**src/rtl/pixel_plot_receiver.sv**
```systemverilog
// Buffers plot requests from the drawing datapath in a small in-order FIFO and
// turns each one into a single framebuffer write (IDLE -> CALC -> WRITE).
module pixel_plot_receiver #(
    parameter int FIFO_DEPTH = 4,
    parameter int SCREEN_W   = 160,
    parameter int SCREEN_H   = 120
) (
    input  logic        clock,
    input  logic        reset_n,
    input  logic [7:0]  x,
    input  logic [7:0]  y,
    input  logic [2:0]  colour,
    input  logic        plot,
    output logic        ready,
    output logic [14:0] mem_addr,
    output logic [2:0]  mem_data,
    output logic        mem_we,
    input  logic        mem_ack,
    output logic [7:0]  drop_count,
    output logic        idle
);

    localparam int PTR_W = (FIFO_DEPTH > 1) ? $clog2(FIFO_DEPTH) : 1;
    localparam int CNT_W = $clog2(FIFO_DEPTH + 1);

    localparam logic [8:0]       SCREEN_W9 = 9'(SCREEN_W);
    localparam logic [8:0]       SCREEN_H9 = 9'(SCREEN_H);
    localparam logic [14:0]      SCREEN_W15 = 15'(SCREEN_W);
    localparam logic [PTR_W-1:0] LAST_PTR = PTR_W'(FIFO_DEPTH - 1);
    localparam logic [CNT_W:0]   DEPTH_C = (CNT_W + 1)'(FIFO_DEPTH);

    typedef enum logic [1:0] {
        ST_IDLE,
        ST_CALC,
        ST_WRITE
    } state_t;

    state_t state_q, state_d;

    logic [18:0]      fifo_mem [FIFO_DEPTH];
    logic [PTR_W-1:0] wr_ptr_q, wr_ptr_d;
    logic [PTR_W-1:0] rd_ptr_q, rd_ptr_d;
    logic [CNT_W-1:0] count_q, count_d;

    logic [7:0]  hold_x_q, hold_x_d;
    logic [7:0]  hold_y_q, hold_y_d;
    logic [2:0]  hold_c_q, hold_c_d;
    logic [14:0] addr_q, addr_d;
    logic [2:0]  data_q, data_d;
    logic [7:0]  drop_q, drop_d;

    logic           in_range;
    logic           accept;
    logic           push;
    logic           pop;
    logic           busy;
    logic [CNT_W:0] occupancy;

    // The request parked in the holding registers still counts against capacity,
    // so a stalled write leaves room for FIFO_DEPTH-1 queued requests.
    always_comb begin
        busy      = (state_q != ST_IDLE);
        occupancy = {1'b0, count_q} + {{CNT_W{1'b0}}, busy};
        ready     = reset_n && (occupancy < DEPTH_C);
        in_range  = ({1'b0, x} < SCREEN_W9) && ({1'b0, y} < SCREEN_H9);
        accept    = plot && ready;
        push      = accept && in_range;
        pop       = (state_q == ST_IDLE) && (count_q != '0);
        idle      = (count_q == '0) && (state_q == ST_IDLE);
        mem_we    = (state_q == ST_WRITE);
        mem_addr  = addr_q;
        mem_data  = data_q;
        drop_count = drop_q;
    end

    always_comb begin
        wr_ptr_d = wr_ptr_q;
        rd_ptr_d = rd_ptr_q;
        count_d  = count_q;
        drop_d   = drop_q;

        if (push) begin
            wr_ptr_d = (wr_ptr_q == LAST_PTR) ? '0 : wr_ptr_q + 1'b1;
        end
        if (pop) begin
            rd_ptr_d = (rd_ptr_q == LAST_PTR) ? '0 : rd_ptr_q + 1'b1;
        end
        case ({push, pop})
            2'b10:   count_d = count_q + 1'b1;
            2'b01:   count_d = count_q - 1'b1;
            default: count_d = count_q;
        endcase

        if (accept && !in_range && (drop_q != 8'hFF)) begin
            drop_d = drop_q + 8'd1;
        end
    end

    always_comb begin
        state_d  = state_q;
        hold_x_d = hold_x_q;
        hold_y_d = hold_y_q;
        hold_c_d = hold_c_q;
        addr_d   = addr_q;
        data_d   = data_q;

        case (state_q)
            ST_IDLE: begin
                if (pop) begin
                    {hold_x_d, hold_y_d, hold_c_d} = fifo_mem[rd_ptr_q];
                    state_d = ST_CALC;
                end
            end
            ST_CALC: begin
                // Constant multiplier: synthesis reduces it to shifts and adds.
                addr_d  = 15'(hold_y_q) * SCREEN_W15 + 15'(hold_x_q);
                data_d  = hold_c_q;
                state_d = ST_WRITE;
            end
            ST_WRITE: begin
                if (mem_ack) begin
                    state_d = ST_IDLE;
                end
            end
            default: state_d = ST_IDLE;
        endcase
    end

    always_ff @(posedge clock) begin
        if (push) begin
            fifo_mem[wr_ptr_q] <= {x, y, colour};
        end
    end

    always_ff @(posedge clock) begin
        if (!reset_n) begin
            state_q  <= ST_IDLE;
            wr_ptr_q <= '0;
            rd_ptr_q <= '0;
            count_q  <= '0;
            hold_x_q <= '0;
            hold_y_q <= '0;
            hold_c_q <= '0;
            addr_q   <= '0;
            data_q   <= '0;
            drop_q   <= '0;
        end else begin
            state_q  <= state_d;
            wr_ptr_q <= wr_ptr_d;
            rd_ptr_q <= rd_ptr_d;
            count_q  <= count_d;
            hold_x_q <= hold_x_d;
            hold_y_q <= hold_y_d;
            hold_c_q <= hold_c_d;
            addr_q   <= addr_d;
            data_q   <= data_d;
            drop_q   <= drop_d;
        end
    end

endmodule

```
**config.mk**
```make
export PLATFORM = sky130hd
export DESIGN_NAME = pixel_plot_receiver
export DESIGN_NICKNAME = d
export VERILOG_FILES = /design/src/rtl/pixel_plot_receiver.sv
export SDC_FILE = /design/constraint.sdc
export NUM_CORES = 1
export LEC_CHECK = 0
export BUFFER_PORTS_ARGS = -buffer_cell sky130_fd_sc_hd__buf_2
export CORE_ASPECT_RATIO = 0.8
export CORE_MARGIN = 2
export CORE_UTILIZATION = 46
export DETAILED_ROUTE_END_ITERATION = 16
export HOLD_SLACK_MARGIN = 0.05
export PLACE_DENSITY = 0.6
export SETUP_SLACK_MARGIN = 0.05
export SLEW_MARGIN = 20
export SYNTH_ARGS = -nofsm -noshare
export SYNTH_HDL_FRONTEND = slang
export SYNTH_SLANG_ARGS = --single-unit
```
**constraint.sdc**
```tcl
create_clock -name clock -period 6.1 [get_ports clock]
set_input_delay 1.22 -clock clock [delete_from_list [all_inputs] [get_ports clock]]
set_output_delay 1.22 -clock clock [all_outputs]
set_load 0.1 [all_outputs]
```
==> metrics.txt <==
# TYPE chip_impl_metric gauge
chip_impl_metric{name="antenna_found_initial",unit=""} 0
chip_impl_metric{name="port-buffer-count",unit=""} 51
chip_impl_metric{name="worst-endpoint-arrival",unit="ns"} 2.42
chip_impl_metric{name="worst_path_largest_cell_delay",unit="ns"} 0.46
chip_impl_metric{name="total_of_max_cap_violations",unit=""} 0
chip_impl_metric{name="drive_gt1_share",unit="%"} 22.2
chip_impl_metric{name="cts.path.max_buffers",unit=""} 2
chip_impl_info{name="crit_path_top_delay_cell",value="sky130_fd_sc_hd__buf_2"} 1
chip_impl_metric{name="numPlacedInstances",unit=""} 617
chip_impl_metric{name="path_buf_inv",unit=""} 3
chip_impl_info{name="synth_top_cells_by_area",value="sky130_fd_sc_hd__edfxtp_1 (42%), sky130_fd_sc_hd__dfxtp_1 (20%), sky130_fd_sc_hd__mux4_2 (7.8%)"} 1
chip_impl_metric{name="timing.fmax",unit="MHz"} 275
chip_impl_metric{name="synth-edff-count",unit=""} 76
chip_impl_metric{name="fp-row-count",unit=""} 35
chip_impl_metric{name="r2r_cells",unit=""} 9
chip_impl_metric{name="synth.cell_area",unit="sq mm"} 0.00549
chip_impl_metric{name="worst_ep_required_time",unit="ns"} 4.88
chip_impl_metric{name="pre_cts_slack",unit="ns"} 2.45
chip_impl_metric{name="timing.slew.headroom",unit="%"} 30.6
chip_impl_metric{name="timing.final.ws_setup",unit="ns"} 2.46
chip_impl_metric{name="whs_path_depth",unit=""} 2
chip_impl_info{name="worst_setup_startpoint",value="reset_n"} 1
chip_impl_info{name="r2r_start",value="count_q[2]"} 1
chip_impl_info{name="worstSetupEndpointType",value="output pin"} 1
chip_impl_metric{name="stdcell_count",unit=""} 649
chip_impl_metric{name="track_usage",unit="%"} 17.1
chip_impl_metric{name="dr.pass1.iters",unit=""} 4
chip_impl_metric{name="coreArea",unit="sq mm"} 0.0116
chip_impl_metric{name="vias_after_detailed_routing",unit=""} 3377
chip_impl_metric{name="clkSlewWorstSetupHoldPaths",unit="ns"} 0.06
chip_impl_metric{name="grt_max_degree",unit=""} 54
chip_impl_metric{name="min_period_over_period",unit="%"} 59.6
chip_impl_metric{name="h-tree-depth",unit=""} 4
chip_impl_info{name="cpMostUsedCell",value="sky130_fd_sc_hd__buf_2"} 1
chip_impl_metric{name="power.static_leakage",unit="nW"} 2.29
chip_impl_metric{name="ys_types",unit=""} 51
chip_impl_metric{name="finalClockSkew",unit="ns"} 0.00840
chip_impl_info{name="most-common-layout-cells",value="sky130_fd_sc_hd__edfxtp_1 (76), sky130_fd_sc_hd__nand2_1 (69), sky130_fd_sc_hd__dfxtp_1 (54)"} 1
chip_impl_metric{name="routedWlPerCell",unit="um"} 15.5
chip_impl_info{name="postSynth.topFlopCell",value="sky130_fd_sc_hd__edfxtp_1"} 1
chip_impl_metric{name="final-max-slew-violation-count",unit=""} 0
chip_impl_metric{name="synth_warnings",unit=""} 0
chip_impl_info{name="series_of_cell_instances_along_the_critical_path",value="buf_2 -> inv_2 -> nor3b_1 -> buf_2"} 1
chip_impl_metric{name="initial_core_util",unit="%"} 47.5
chip_impl_metric{name="pwr_density_cell",unit="mW/mm^2"} 456
chip_impl_metric{name="grt_overflow",unit=""} 0
chip_impl_metric{name="rrSetupSlack",unit="ns"} 3.00
chip_impl_metric{name="ir_drop",unit="mV"} 0.277
chip_impl_metric{name="synthesis.nets",unit=""} 482
chip_impl_metric{name="post-layout-total-power",unit="mW"} 2.92
chip_impl_metric{name="ys_ff_latch",unit=""} 130
chip_impl_info{name="commonest_non_fill_non_tap_cell_in_the_layout",value="sky130_fd_sc_hd__edfxtp_1"} 1
chip_impl_metric{name="post_synth.cell_area_avg",unit="sq um"} 12.7
chip_impl_metric{name="holdBufCountCts",unit=""} 0
chip_impl_metric{name="grt_pass1_wl",unit="mm"} 16.7
chip_impl_info{name="post-synth-top-area-cell",value="sky130_fd_sc_hd__edfxtp_1"} 1
chip_impl_info{name="tritoncts_clock_tree",value="built"} 1
chip_impl_metric{name="finalNetCount",unit=""} 536
chip_impl_info{name="crit-reg2reg-capture",value="count_q[2]"} 1
chip_impl_metric{name="async_flop_share",unit="%"} 0
chip_impl_metric{name="die_x",unit="um"} 126
chip_impl_metric{name="synthDominantCellAreaShare",unit="%"} 41.6
chip_impl_metric{name="placed_cell_area",unit="sq mm"} 0.00586
chip_impl_metric{name="worst_slew_pin_slew",unit="ns"} 1.04
chip_impl_metric{name="clock_insertion_delay_worst_skew",unit="ns"} 0.41
chip_impl_info{name="grt_setup_unrepaired",value="no"} 1
chip_impl_metric{name="post-cts-setup-buffer-count",unit=""} 0
chip_impl_metric{name="ys_seq_area_share",unit="%"} 61.2
chip_impl_metric{name="hold_violations",unit=""} 0
chip_impl_info{name="status",value="complete, no violations"} 1
chip_impl_metric{name="area_delta_synth_final",unit="%"} 16.8
chip_impl_metric{name="antenna_violating_nets_post_route",unit=""} 0
chip_impl_metric{name="wl",unit="mm"} 10.1
chip_impl_metric{name="setup_total_negative_slack",unit="ns"} 0
chip_impl_metric{name="dieArea",unit="sq mm"} 0.0128
chip_impl_metric{name="setup_viol",unit=""} 0
chip_impl_metric{name="layout.cell_area.non_filler",unit="sq mm"} 0.00642
chip_impl_metric{name="antenna_cells",unit=""} 0
chip_impl_info{name="worst-setup-path-type",value="primary input to output pin"} 1
chip_impl_metric{name="chipHeight",unit="um"} 102
chip_impl_metric{name="route.detailed.vias_per_inst",unit=""} 5.20
chip_impl_metric{name="number_of_global_route_vias_before_repair",unit=""} 3298
chip_impl_info{name="whs_endpoint",value="mem_addr[2]"} 1
chip_impl_metric{name="synthCells",unit=""} 434
chip_impl_metric{name="worst-path-max-fanout",unit=""} 53
chip_impl_info{name="crit_family",value="buffers and inverters"} 1
chip_impl_metric{name="place_hpwl",unit="mm"} 6.73
chip_impl_metric{name="clock-sinks",unit=""} 130
chip_impl_metric{name="drcViolationCount",unit=""} 0
chip_impl_metric{name="num-fill-cells",unit=""} 996
chip_impl_metric{name="finalCoreUtilization",unit="%"} 55.5
chip_impl_metric{name="hold_slack",unit="ns"} 0.451
chip_impl_metric{name="numCtsBuffers",unit=""} 17
chip_impl_metric{name="io_pins",unit=""} 52
chip_impl_info{name="clock-root-buffer",value="sky130_fd_sc_hd__clkbuf_16"} 1
chip_impl_info{name="hold_path.class",value="flip-flop to flip-flop"} 1
chip_impl_info{name="worst_setup_path_start_kind",value="primary input"} 1
chip_impl_metric{name="period_minus_slack",unit="ns"} 3.64
chip_impl_info{name="worstHoldStart",value="mem_addr[2]"} 1
chip_impl_metric{name="initial_drc_count",unit=""} 202
chip_impl_metric{name="resized_after_cts",unit=""} 0
chip_impl_metric{name="gp_routability_congestion",unit=""} 0.755
## cell families (layout without fill, tap and decap cells)
kind of cell / count (synthesis) / after routing / share of synthesized area (%)
AO/OA/AOI/OAI: 69 / 69 / 7.56
adder cells (fa/ha/maj): 25 / 25 / 6.11
buffers and inverters: 37 / 104 / 2.89
XOR/XNOR: 16 / 16 / 2.55
multiplexers: 21 / 21 / 8.16
flip-flops: 130 / 130 / 61.2
AND/OR/NAND/NOR: 136 / 136 / 11.5
## layer usage
layer	vias up	track usage (%)	routed length, um
li1	1684	-	-
met1	1609	24.1	5100
met2	72	25.4	4440
met3	12	5.39	410
met4	0	5.58	106
met5	-	0	0
## how the worst max path moves through the flow
stage / to / cells after the start
floorplan: ready / 2
global placement: ready / 4
detailed placement: ready / 4
CTS: ready / 4
global route: ready / 4
finish: ready / 4
## Yosys cell counts, types with 3 or more instances
cell / instances
sky130_fd_sc_hd__nand2_1: 69
sky130_fd_sc_hd__nor2_1: 26
sky130_fd_sc_hd__nor3b_1: 3
sky130_fd_sc_hd__nor3_1: 5
sky130_fd_sc_hd__dfxtp_1: 54
sky130_fd_sc_hd__xnor2_1: 9
sky130_fd_sc_hd__clkbuf_1: 13
sky130_fd_sc_hd__a21oi_1: 39
sky130_fd_sc_hd__o21ai_0: 10
sky130_fd_sc_hd__and2_1: 4
sky130_fd_sc_hd__a211oi_1: 3
sky130_fd_sc_hd__fa_1: 3
sky130_fd_sc_hd__xor2_1: 7
sky130_fd_sc_hd__nor4_1: 4
sky130_fd_sc_hd__mux4_2: 19
sky130_fd_sc_hd__nand3_1: 4
sky130_fd_sc_hd__a31oi_1: 3
sky130_fd_sc_hd__edfxtp_1: 76
sky130_fd_sc_hd__nor2b_1: 4
sky130_fd_sc_hd__ha_1: 22
sky130_fd_sc_hd__nand2b_1: 3
sky130_fd_sc_hd__inv_1: 19
## power breakdown
part	switching, mW	total [mW]	internal, mW	leakage, nW
combinational	0.581	0.862	0.281	0.901
clock	0.385	0.949	0.564	0.263
sequential	0.0835	1.11	1.03	1.12
## flip-flops by register name, indices dropped and copies added (netlist names)
name / cells
wr_ptr_q: 2
count_q: 3
fifo_mem: 76
mem_addr: 15
hold_y_q: 8
rd_ptr_q: 2
state_q: 2
mem_data: 3
hold_c_q: 3
hold_x_q: 8
drop_count: 8
## worst min-delay path, cell delays in order, from the launching register on
cell and delay (ns):
sky130_fd_sc_hd__dfxtp_1 0.30, sky130_fd_sc_hd__nand2_1 0.05, sky130_fd_sc_hd__a21oi_1 0.05
## cell type report
cell class / instances / area [sq um] / share of cell area (%)
Inverter: 20 / 75.1 / 1.17
Clock inverter: 14 / 131 / 2.05
Clock buffer: 18 / 429 / 6.69
Multi-Input combinational cell: 267 / 1970 / 30.7
Tap cell: 148 / 185 / 2.89
Sequential cell: 130 / 3360 / 52.4
Timing Repair Buffer: 52 / 263 / 4.10
No activity file was read; power rests on OpenSTA's default activity.
